<file path="src/rtl/acc_core_if.sv">
// Instruction-memory port of acc_core: a req/ack fetch handshake.
//   imem_req   core -> mem  fetch request, held until acknowledged
//   imem_addr  core -> mem  fetch address (the core's pc)
//   imem_ack   mem -> core  imem_data is valid this cycle
//   imem_data  mem -> core  {opcode[7:0], imm[WIDTH-1:0]}
interface acc_core_if #(
    parameter int unsigned WIDTH     = 16,
    parameter int unsigned ADDR_BITS = 16
);
    logic                 imem_req;
    logic [ADDR_BITS-1:0] imem_addr;
    logic                 imem_ack;
    logic [WIDTH+7:0]     imem_data;

    modport master (
        output imem_req,
        output imem_addr,
        input  imem_ack,
        input  imem_data
    );

    modport slave (
        input  imem_req,
        input  imem_addr,
        output imem_ack,
        output imem_data
    );
endinterface

</file>
<file path="src/rtl/acc_core.sv">
// Multi-cycle accumulator core: FETCH/EXEC/HALT control, WIDTH-bit accumulator,
// REG_NUM-entry register file and Z/C flags.
//   clk_in          clock, rising edge
//   rst_in          asynchronous active-low reset
//   imem            instruction fetch port (acc_core_if master)
//   acc_out         accumulator
//   pc_out          program counter
//   flag_z, flag_c  zero / carry flags
//   halted          core is in HALT
//   illegal         HALT was entered on an undefined opcode
module acc_core #(
    parameter int unsigned WIDTH     = 16,
    parameter int unsigned ADDR_BITS = 16,
    parameter int unsigned REG_NUM   = 16
) (
    input  logic                 clk_in,
    input  logic                 rst_in,
    acc_core_if.master           imem,
    output logic [WIDTH-1:0]     acc_out,
    output logic [ADDR_BITS-1:0] pc_out,
    output logic                 flag_z,
    output logic                 flag_c,
    output logic                 halted,
    output logic                 illegal
);
    localparam int unsigned RA = (REG_NUM > 2) ? $clog2(REG_NUM) : 1;
    localparam int unsigned IW = WIDTH + 8;

    localparam logic [7:0] OP_NOP  = 8'h00;
    localparam logic [7:0] OP_LDI  = 8'h01;
    localparam logic [7:0] OP_LD   = 8'h02;
    localparam logic [7:0] OP_ST   = 8'h03;
    localparam logic [7:0] OP_ADD  = 8'h04;
    localparam logic [7:0] OP_SUB  = 8'h05;
    localparam logic [7:0] OP_AND  = 8'h06;
    localparam logic [7:0] OP_OR   = 8'h07;
    localparam logic [7:0] OP_XOR  = 8'h08;
    localparam logic [7:0] OP_ADDI = 8'h09;
    localparam logic [7:0] OP_JMP  = 8'h10;
    localparam logic [7:0] OP_JZ   = 8'h11;
    localparam logic [7:0] OP_JNZ  = 8'h12;
    localparam logic [7:0] OP_JC   = 8'h13;
    localparam logic [7:0] OP_HLT  = 8'hFF;

    typedef enum logic [1:0] {
        S_FETCH = 2'd0,
        S_EXEC  = 2'd1,
        S_HALT  = 2'd2
    } state_t;

    state_t               r_state;
    state_t               w_state_nxt;
    logic [IW-1:0]        r_ir;
    logic [ADDR_BITS-1:0] r_pc;
    logic [WIDTH-1:0]     r_acc;
    logic                 r_z;
    logic                 r_c;
    logic                 r_halted;
    logic                 r_illegal;
    logic                 r_req;
    logic [WIDTH-1:0]     r_rf [REG_NUM];

    logic [7:0]           w_op;
    logic [WIDTH-1:0]     w_imm;
    logic [RA-1:0]        w_r;
    logic [WIDTH-1:0]     w_rv;
    logic [WIDTH:0]       w_sum;
    logic [WIDTH:0]       w_addi;
    logic [WIDTH:0]       w_diff;
    logic [ADDR_BITS-1:0] w_pc_inc;
    logic [ADDR_BITS-1:0] w_target;
    logic [WIDTH-1:0]     w_acc_nxt;
    logic [ADDR_BITS-1:0] w_pc_nxt;
    logic                 w_z_nxt;
    logic                 w_c_nxt;
    logic                 w_rf_we;
    logic                 w_stop;
    logic                 w_bad;
    logic                 w_fetch_done;

    assign w_op     = r_ir[IW-1:WIDTH];
    assign w_imm    = r_ir[WIDTH-1:0];
    assign w_r      = r_ir[RA-1:0];
    assign w_rv     = r_rf[w_r];
    // One extra bit carries the carry-out; for the subtract it holds the borrow.
    assign w_sum    = {1'b0, r_acc} + {1'b0, w_rv};
    assign w_addi   = {1'b0, r_acc} + {1'b0, w_imm};
    assign w_diff   = {1'b0, r_acc} - {1'b0, w_rv};
    assign w_pc_inc = r_pc + ADDR_BITS'(1);
    assign w_target = ADDR_BITS'(w_imm);
    // r_req is low in the first FETCH cycle after reset, so a stray ack there is ignored.
    assign w_fetch_done = (r_state == S_FETCH) && r_req && imem.imem_ack;

    // State register
    always_ff @(posedge clk_in or negedge rst_in) begin
        if (!rst_in) begin
            r_state <= S_FETCH;
        end else begin
            r_state <= w_state_nxt;
        end
    end

    // Next-state logic
    always_comb begin
        w_state_nxt = r_state;
        case (r_state)
            S_FETCH: if (w_fetch_done) w_state_nxt = S_EXEC;
            S_EXEC:  w_state_nxt = w_stop ? S_HALT : S_FETCH;
            S_HALT:  w_state_nxt = S_HALT;
            default: w_state_nxt = S_FETCH;
        endcase
    end

    // Instruction decode: next datapath values for the EXEC edge
    always_comb begin
        w_acc_nxt = r_acc;
        w_z_nxt   = r_z;
        w_c_nxt   = r_c;
        w_pc_nxt  = w_pc_inc;
        w_rf_we   = 1'b0;
        w_stop    = 1'b0;
        w_bad     = 1'b0;
        case (w_op)
            OP_NOP: begin
            end
            OP_LDI: begin
                w_acc_nxt = w_imm;
                w_z_nxt   = (w_imm == '0);
            end
            OP_LD: begin
                w_acc_nxt = w_rv;
                w_z_nxt   = (w_rv == '0);
            end
            OP_ST: w_rf_we = 1'b1;
            OP_ADD: begin
                w_acc_nxt = w_sum[WIDTH-1:0];
                w_z_nxt   = (w_sum[WIDTH-1:0] == '0);
                w_c_nxt   = w_sum[WIDTH];
            end
            OP_SUB: begin
                w_acc_nxt = w_diff[WIDTH-1:0];
                w_z_nxt   = (w_diff[WIDTH-1:0] == '0);
                w_c_nxt   = w_diff[WIDTH];
            end
            OP_AND: begin
                w_acc_nxt = r_acc & w_rv;
                w_z_nxt   = ((r_acc & w_rv) == '0);
                w_c_nxt   = 1'b0;
            end
            OP_OR: begin
                w_acc_nxt = r_acc | w_rv;
                w_z_nxt   = ((r_acc | w_rv) == '0);
                w_c_nxt   = 1'b0;
            end
            OP_XOR: begin
                w_acc_nxt = r_acc ^ w_rv;
                w_z_nxt   = ((r_acc ^ w_rv) == '0);
                w_c_nxt   = 1'b0;
            end
            OP_ADDI: begin
                w_acc_nxt = w_addi[WIDTH-1:0];
                w_z_nxt   = (w_addi[WIDTH-1:0] == '0);
                w_c_nxt   = w_addi[WIDTH];
            end
            OP_JMP: w_pc_nxt = w_target;
            OP_JZ:  if (r_z)  w_pc_nxt = w_target;
            OP_JNZ: if (!r_z) w_pc_nxt = w_target;
            OP_JC:  if (r_c)  w_pc_nxt = w_target;
            OP_HLT: begin
                w_stop   = 1'b1;
                w_pc_nxt = r_pc;
            end
            default: begin
                w_stop   = 1'b1;
                w_bad    = 1'b1;
                w_pc_nxt = r_pc;
            end
        endcase
    end

    // Datapath, register file and registered handshake outputs
    always_ff @(posedge clk_in or negedge rst_in) begin
        if (!rst_in) begin
            r_ir      <= '0;
            r_pc      <= '0;
            r_acc     <= '0;
            r_z       <= 1'b0;
            r_c       <= 1'b0;
            r_halted  <= 1'b0;
            r_illegal <= 1'b0;
            r_req     <= 1'b0;
            for (int i = 0; i < int'(REG_NUM); i++) begin
                r_rf[i] <= '0;
            end
        end else begin
            r_req <= (w_state_nxt == S_FETCH);
            if (w_fetch_done) begin
                r_ir <= imem.imem_data;
            end
            if (r_state == S_EXEC) begin
                r_acc <= w_acc_nxt;
                r_pc  <= w_pc_nxt;
                r_z   <= w_z_nxt;
                r_c   <= w_c_nxt;
                if (w_stop) r_halted <= 1'b1;
                if (w_bad)  r_illegal <= 1'b1;
                if (w_rf_we) r_rf[w_r] <= r_acc;
            end
        end
    end

    assign imem.imem_req  = r_req;
    assign imem.imem_addr = r_pc;
    assign acc_out        = r_acc;
    assign pc_out         = r_pc;
    assign flag_z         = r_z;
    assign flag_c         = r_c;
    assign halted         = r_halted;
    assign illegal        = r_illegal;
endmodule

</file>
<file path="src/flat_wrapper.sv">
// flat-port wrapper written by rule: the top's interface ports become plain ports
module acc_core_flat 
#(
    parameter int unsigned WIDTH     = 16,
    parameter int unsigned ADDR_BITS = 16,
    parameter int unsigned REG_NUM   = 16
)
  (clk_in, rst_in, acc_out, pc_out, flag_z, flag_c, halted, illegal, imem_imem_req, imem_imem_addr, imem_imem_ack, imem_imem_data);
  acc_core_if #(.WIDTH(WIDTH), .ADDR_BITS(ADDR_BITS)) imem_i ();
  input  logic clk_in;
  input  logic rst_in;
  output logic [WIDTH-1:0] acc_out;
  output logic [ADDR_BITS-1:0] pc_out;
  output logic flag_z;
  output logic flag_c;
  output logic halted;
  output logic illegal;
  output wire logic [$bits(imem_i.imem_req)-1:0] imem_imem_req;
  output wire logic [$bits(imem_i.imem_addr)-1:0] imem_imem_addr;
  input wire logic [$bits(imem_i.imem_ack)-1:0] imem_imem_ack;
  input wire logic [$bits(imem_i.imem_data)-1:0] imem_imem_data;
  assign imem_imem_req = imem_i.imem_req;
  assign imem_imem_addr = imem_i.imem_addr;
  assign imem_i.imem_ack = imem_imem_ack;
  assign imem_i.imem_data = imem_imem_data;
  acc_core #(.WIDTH(WIDTH), .ADDR_BITS(ADDR_BITS), .REG_NUM(REG_NUM)) u_core (.clk_in(clk_in), .rst_in(rst_in), .imem(imem_i), .acc_out(acc_out), .pc_out(pc_out), .flag_z(flag_z), .flag_c(flag_c), .halted(halted), .illegal(illegal));
endmodule
</file>
<file path="config.mk">
export PLATFORM = sky130hd
export DESIGN_NAME = acc_core_flat
export DESIGN_NICKNAME = d
export VERILOG_FILES = /design/src/rtl/acc_core_if.sv /design/src/rtl/acc_core.sv /design/src/flat_wrapper.sv
export SDC_FILE = /design/constraint.sdc
export NUM_CORES = 1
export LEC_CHECK = 0
export BUFFER_PORTS_ARGS = -buffer_cell sky130_fd_sc_hd__buf_2
export CAP_MARGIN = 5
export CORE_MARGIN = 1
export CORE_UTILIZATION = 52
export DETAILED_ROUTE_END_ITERATION = 10
export MAX_ROUTING_LAYER = met4
export PLACE_DENSITY = 0.7
export RECOVER_POWER = 25
export SYNTH_ARGS = -nofsm -noshare
export SYNTH_HDL_FRONTEND = slang
export SYNTH_SLANG_ARGS = --single-unit
</file>
<file path="constraint.sdc">
create_clock -name clk_in -period 6.9 [get_ports clk_in]
set_input_delay 1.035 -clock clk_in [delete_from_list [all_inputs] [get_ports clk_in]]
set_output_delay 1.035 -clock clk_in [all_outputs]
set_load 0.01 [all_outputs]
</file>
==> impl_metrics.env <==
export IMPL_io_pins=80
export IMPL_ant_nets=0
export IMPL_grt_max_degree=152
export IMPL_power_frac_comb_pct=39.5
export IMPL_setup_violations=0
export IMPL_required_ns=7.38
export IMPL_num_rows=68
export IMPL_post_cts_resize_count=0
export IMPL_synth_top_cells_by_area="dfrtp_1 44%, mux4_2 8.5%, mux2_2 8.2%, o21ai_0 4.8%, ha_1 4.7%"
export IMPL_synth_top_cell_by_area="dfrtp_1"
export IMPL_drc=0
export IMPL_hold_end="u_core.halted"
export IMPL_fp_dieH_microns=189
export IMPL_yosys_warnings=0
export IMPL_vias=14500
export IMPL_p_int_uw=4250
export IMPL_fin_tns_setup_ns=0
export IMPL_cts_root_buffer="clkbuf_16"
export IMPL_holdPathStages=1
export IMPL_postSynthAreaPerCell_sq_um=10.6
export IMPL_max_cap_violations=2
export IMPL_status="finished, violations left"
export IMPL_numCtsBuffers=35
export IMPL_p_sw_uw=3100
export IMPL_drt_iter0_markers=1327
export IMPL_wire_per_inst_microns=25.5
export IMPL_min_period_ns=5.54
export IMPL_ys_seq_area_share_pct=43.7
export IMPL_syn_inst=1730
export IMPL_dr_pass1_iters=6
export IMPL_finalCritPeriodShare_pct=80.3
export IMPL_power_frac_clock_pct=26.3
export IMPL_crit_fanout=50
export IMPL_reg2reg_from="u_core.r_ir[0]"
export IMPL_drv_slew=214
export IMPL_seq_power_share_pct=34.2
export IMPL_start_util_pct=52.9
export IMPL_violations="capacitance limit, slew limit"
export IMPL_grt_most_used_layer="met2"
export IMPL_clock_path_buffers=3
export IMPL_arrival_ns=6.03
export IMPL_cts_max_level=2
export IMPL_worst_pin_slew_ns=3.61
export IMPL_reg2reg_slack_ns=1.36
export IMPL_finalWorstSetupSlack_ns=1.36
export IMPL_hold_viol_final=0
export IMPL_use_met1_pct=45.0
export IMPL_cts_tree="done"
export IMPL_grt_util_all_layers_pct=33.2
export IMPL_seqCellArea_sq_um=7990
export IMPL_finalClockSkew_ns=0.0292
export IMPL_dp_slack_ns=1.41
export IMPL_synthDistinctLibCells=90
export IMPL_max_freq_ghz=0.180
export IMPL_synth_seq_cells=319
export IMPL_synthesis_area_sq_um=18300
export IMPL_synth_edff_count=0
export IMPL_met2_usage_pct=51.1
export IMPL_cts_sinks=319
export IMPL_numPortBuffers=79
export IMPL_use_met3_pct=4.17
export IMPL_cts_setup_buffers=0
export IMPL_relSlewSlack_pct=-141
export IMPL_grt_pass1_vias=14400
export IMPL_cp_cell_sequence="buf_4 > mux4_2 > a221oi_2 > ha_1 > inv_2 > a21oi_1 > o31ai_1 > a2111oi_0 > or4_1 > or4_1 > o31ai_1 > nand3b_1"
export IMPL_cp_end_kind="register"
export IMPL_rsz0062_at_grt="false"
export IMPL_globalRouteOverflowTotal=0
export IMPL_gp_congestion=1.01
export IMPL_final_nets=1852
export IMPL_holdCritPathClass="register to register"
export IMPL_multi_input_area_sq_um=9510
export IMPL_clk_pin_slew_worst_paths_ns=0.06
export IMPL_die_area_sq_um=35900
export IMPL_cp_start_kind="register"
export IMPL_core_area_sq_um=34500
export IMPL_criticalPathCategory="register to register"
export IMPL_insertion_delay_ns=0.55
export IMPL_cts_hold_buf=0
export IMPL_cpPeakStageDelay_ns=1.05
export IMPL_syn_num_nets=1829
export IMPL_totalWireLength_microns=56900
export IMPL_ir_drop_mv=0.238
export IMPL_cp_slowest_cell="dfrtp_4"
export IMPL_r2r_cells=12
export IMPL_cp_startpoint="u_core.r_ir[0]"
export IMPL_chipWidth_microns=189
export IMPL_diodes=0
export IMPL_area_growth_pct=9.91
export IMPL_drive_gt1_share_pct=22.7
export IMPL_r2r_end="u_core.flag_z"
export IMPL_power_density_nw_per_um2=366
export IMPL_post_drt_via_cell_ratio=6.49
export IMPL_synth_top_area_share_pct=43.7
export IMPL_fillers=2949
export IMPL_antenna_found_initial=0
export IMPL_swShare_pct=42.2
export IMPL_async_flop_share_pct=100
export IMPL_p_leak_uw=0.00897
export IMPL_dpl_hpwl_microns=39400
export IMPL_grt_first_pass_wirelength_microns=87700
export IMPL_ys_flop_type="dfrtp_1"
export IMPL_min_from="u_core.halted"
layout by cell type (no fill, tap or decap), types with 27 or more instances in the layout:
cell type	instances
o21ai_0	176
nor2_1	70
inv_1	45
mux4_2	69
nor3_1	31
dfrtp_1	317
mux2_2	133
ha_1	69
clkbuf_16	35
nand3_1	35
nand2_1	209
a21oi_1	62
buf_4	27
buf_2	77
final cells by class:
cell class	count	share of cell area, %
inverters	56	1.05
flip-flops and latches	319	39.8
repair buffers	110	3.10
clock inverters	9	0.692
well taps	455	2.84
clock buffers	52	5.13
multi-input cells	1231	47.4
how the worst max path moves through the flow:
stage                    end  cells after the start
6_report       u_core.flag_z                     12
5_1_grt        u_core.flag_z                     12
4_1_cts        u_core.flag_z                     12
3_5_place_dp   u_core.flag_z                     12
3_3_place_gp   u_core.flag_z                     12
2_1_floorplan  u_core.flag_z                     14
Yosys cell counts, drive strengths merged (6+ instances only):
library cell  number
nand4             16
mux2i              8
a211oi            15
o21bai             8
a21oi             63
mux4              69
clkbuf            76
a21o              10
o31ai              9
xnor2             16
mux2             150
o211ai            15
nor2b              7
ha                69
nor2              76
and3              13
nand2b            17
or4                9
o21a               6
dfrtp            319
a22oi             23
nor4              16
o21ai            180
or3                7
o2111ai            7
xor2               8
inv               49
nand3             35
nor3              34
nand2            209
o22ai             23
buf               48
clkinv             7
a221oi            10
a31oi             16
per-stage QoR:
stage | instance area, sq um | hold slack, ns | std cells | utilization, % | total power [uW]
floorplan | 18300 | 0.445 | 1730 | - | 4380
global placement | 18900 | 0.451 | 2171 | 54.8 | 5370
detailed placement | 18900 | 0.451 | 2171 | 54.8 | 5380
CTS | 20100 | 0.470 | 2232 | 58.2 | 7330
global route | 20100 | 0.486 | 2232 | 58.1 | 7700
finish | 20100 | 0.463 | 2232 | 58.1 | 7350
registers in the layout, summed over array words and instances, names as in the netlist:
| name | flops |
|---|---|
| u_core.acc_out | 16 |
| u_core.flag_c | 1 |
| u_core.flag_z | 1 |
| u_core.halted | 1 |
| u_core.illegal | 1 |
| u_core.imem.imem_addr | 16 |
| u_core.imem.imem_req | 1 |
| u_core.r_ir | 24 |
| u_core.r_rf | 256 |
| u_core.r_state | 2 |
critical path, delay by kind of cell (launching register included):
kind / cells / cell delay, ns
flip-flops: 1 / 1.05
multiplexers: 1 / 0.56
AND/OR/NAND/NOR: 3 / 1.24
adder cells (fa/ha/maj): 1 / 0.48
AO/OA/AOI/OAI: 5 / 1.44
buffers and inverters: 2 / 0.63
routing by layer:
| metal | share of wire, % | vias to the layer above |
|---|---|---|
| met3 | 5.9 | 142 |
| met2 | 47 | 585 |
| li1 | - | 6424 |
| met4 | 4.2 | 0 |
| met1 | 43 | 7331 |
| met5 | 0 | - |
power groups by stage:
stage / clock network, uW / logic (uW) / registers, uW
finish: 1940 / 2900 / 2510
global route: 2030 / 3130 / 2540
CTS: 1960 / 2860 / 2510
detailed placement: 0 / 2850 / 2540
global placement: 0 / 2840 / 2530
floorplan: 0 / 2190 / 2190
cell families (layout without fill, tap and decap cells):
logic type,Yosys count,count (layout),share of synthesized area (%)
flip-flops,319,319,43.7
AND/OR/NAND/NOR,471,471,12.3
AO/OA/AOI/OAI,437,437,15.2
multiplexers,227,227,18.2
buffers and inverters,180,227,4.36
adder cells (fa/ha/maj),72,72,5.06
XOR/XNOR,24,24,1.15
No activity file was read; power rests on OpenSTA's default activity.
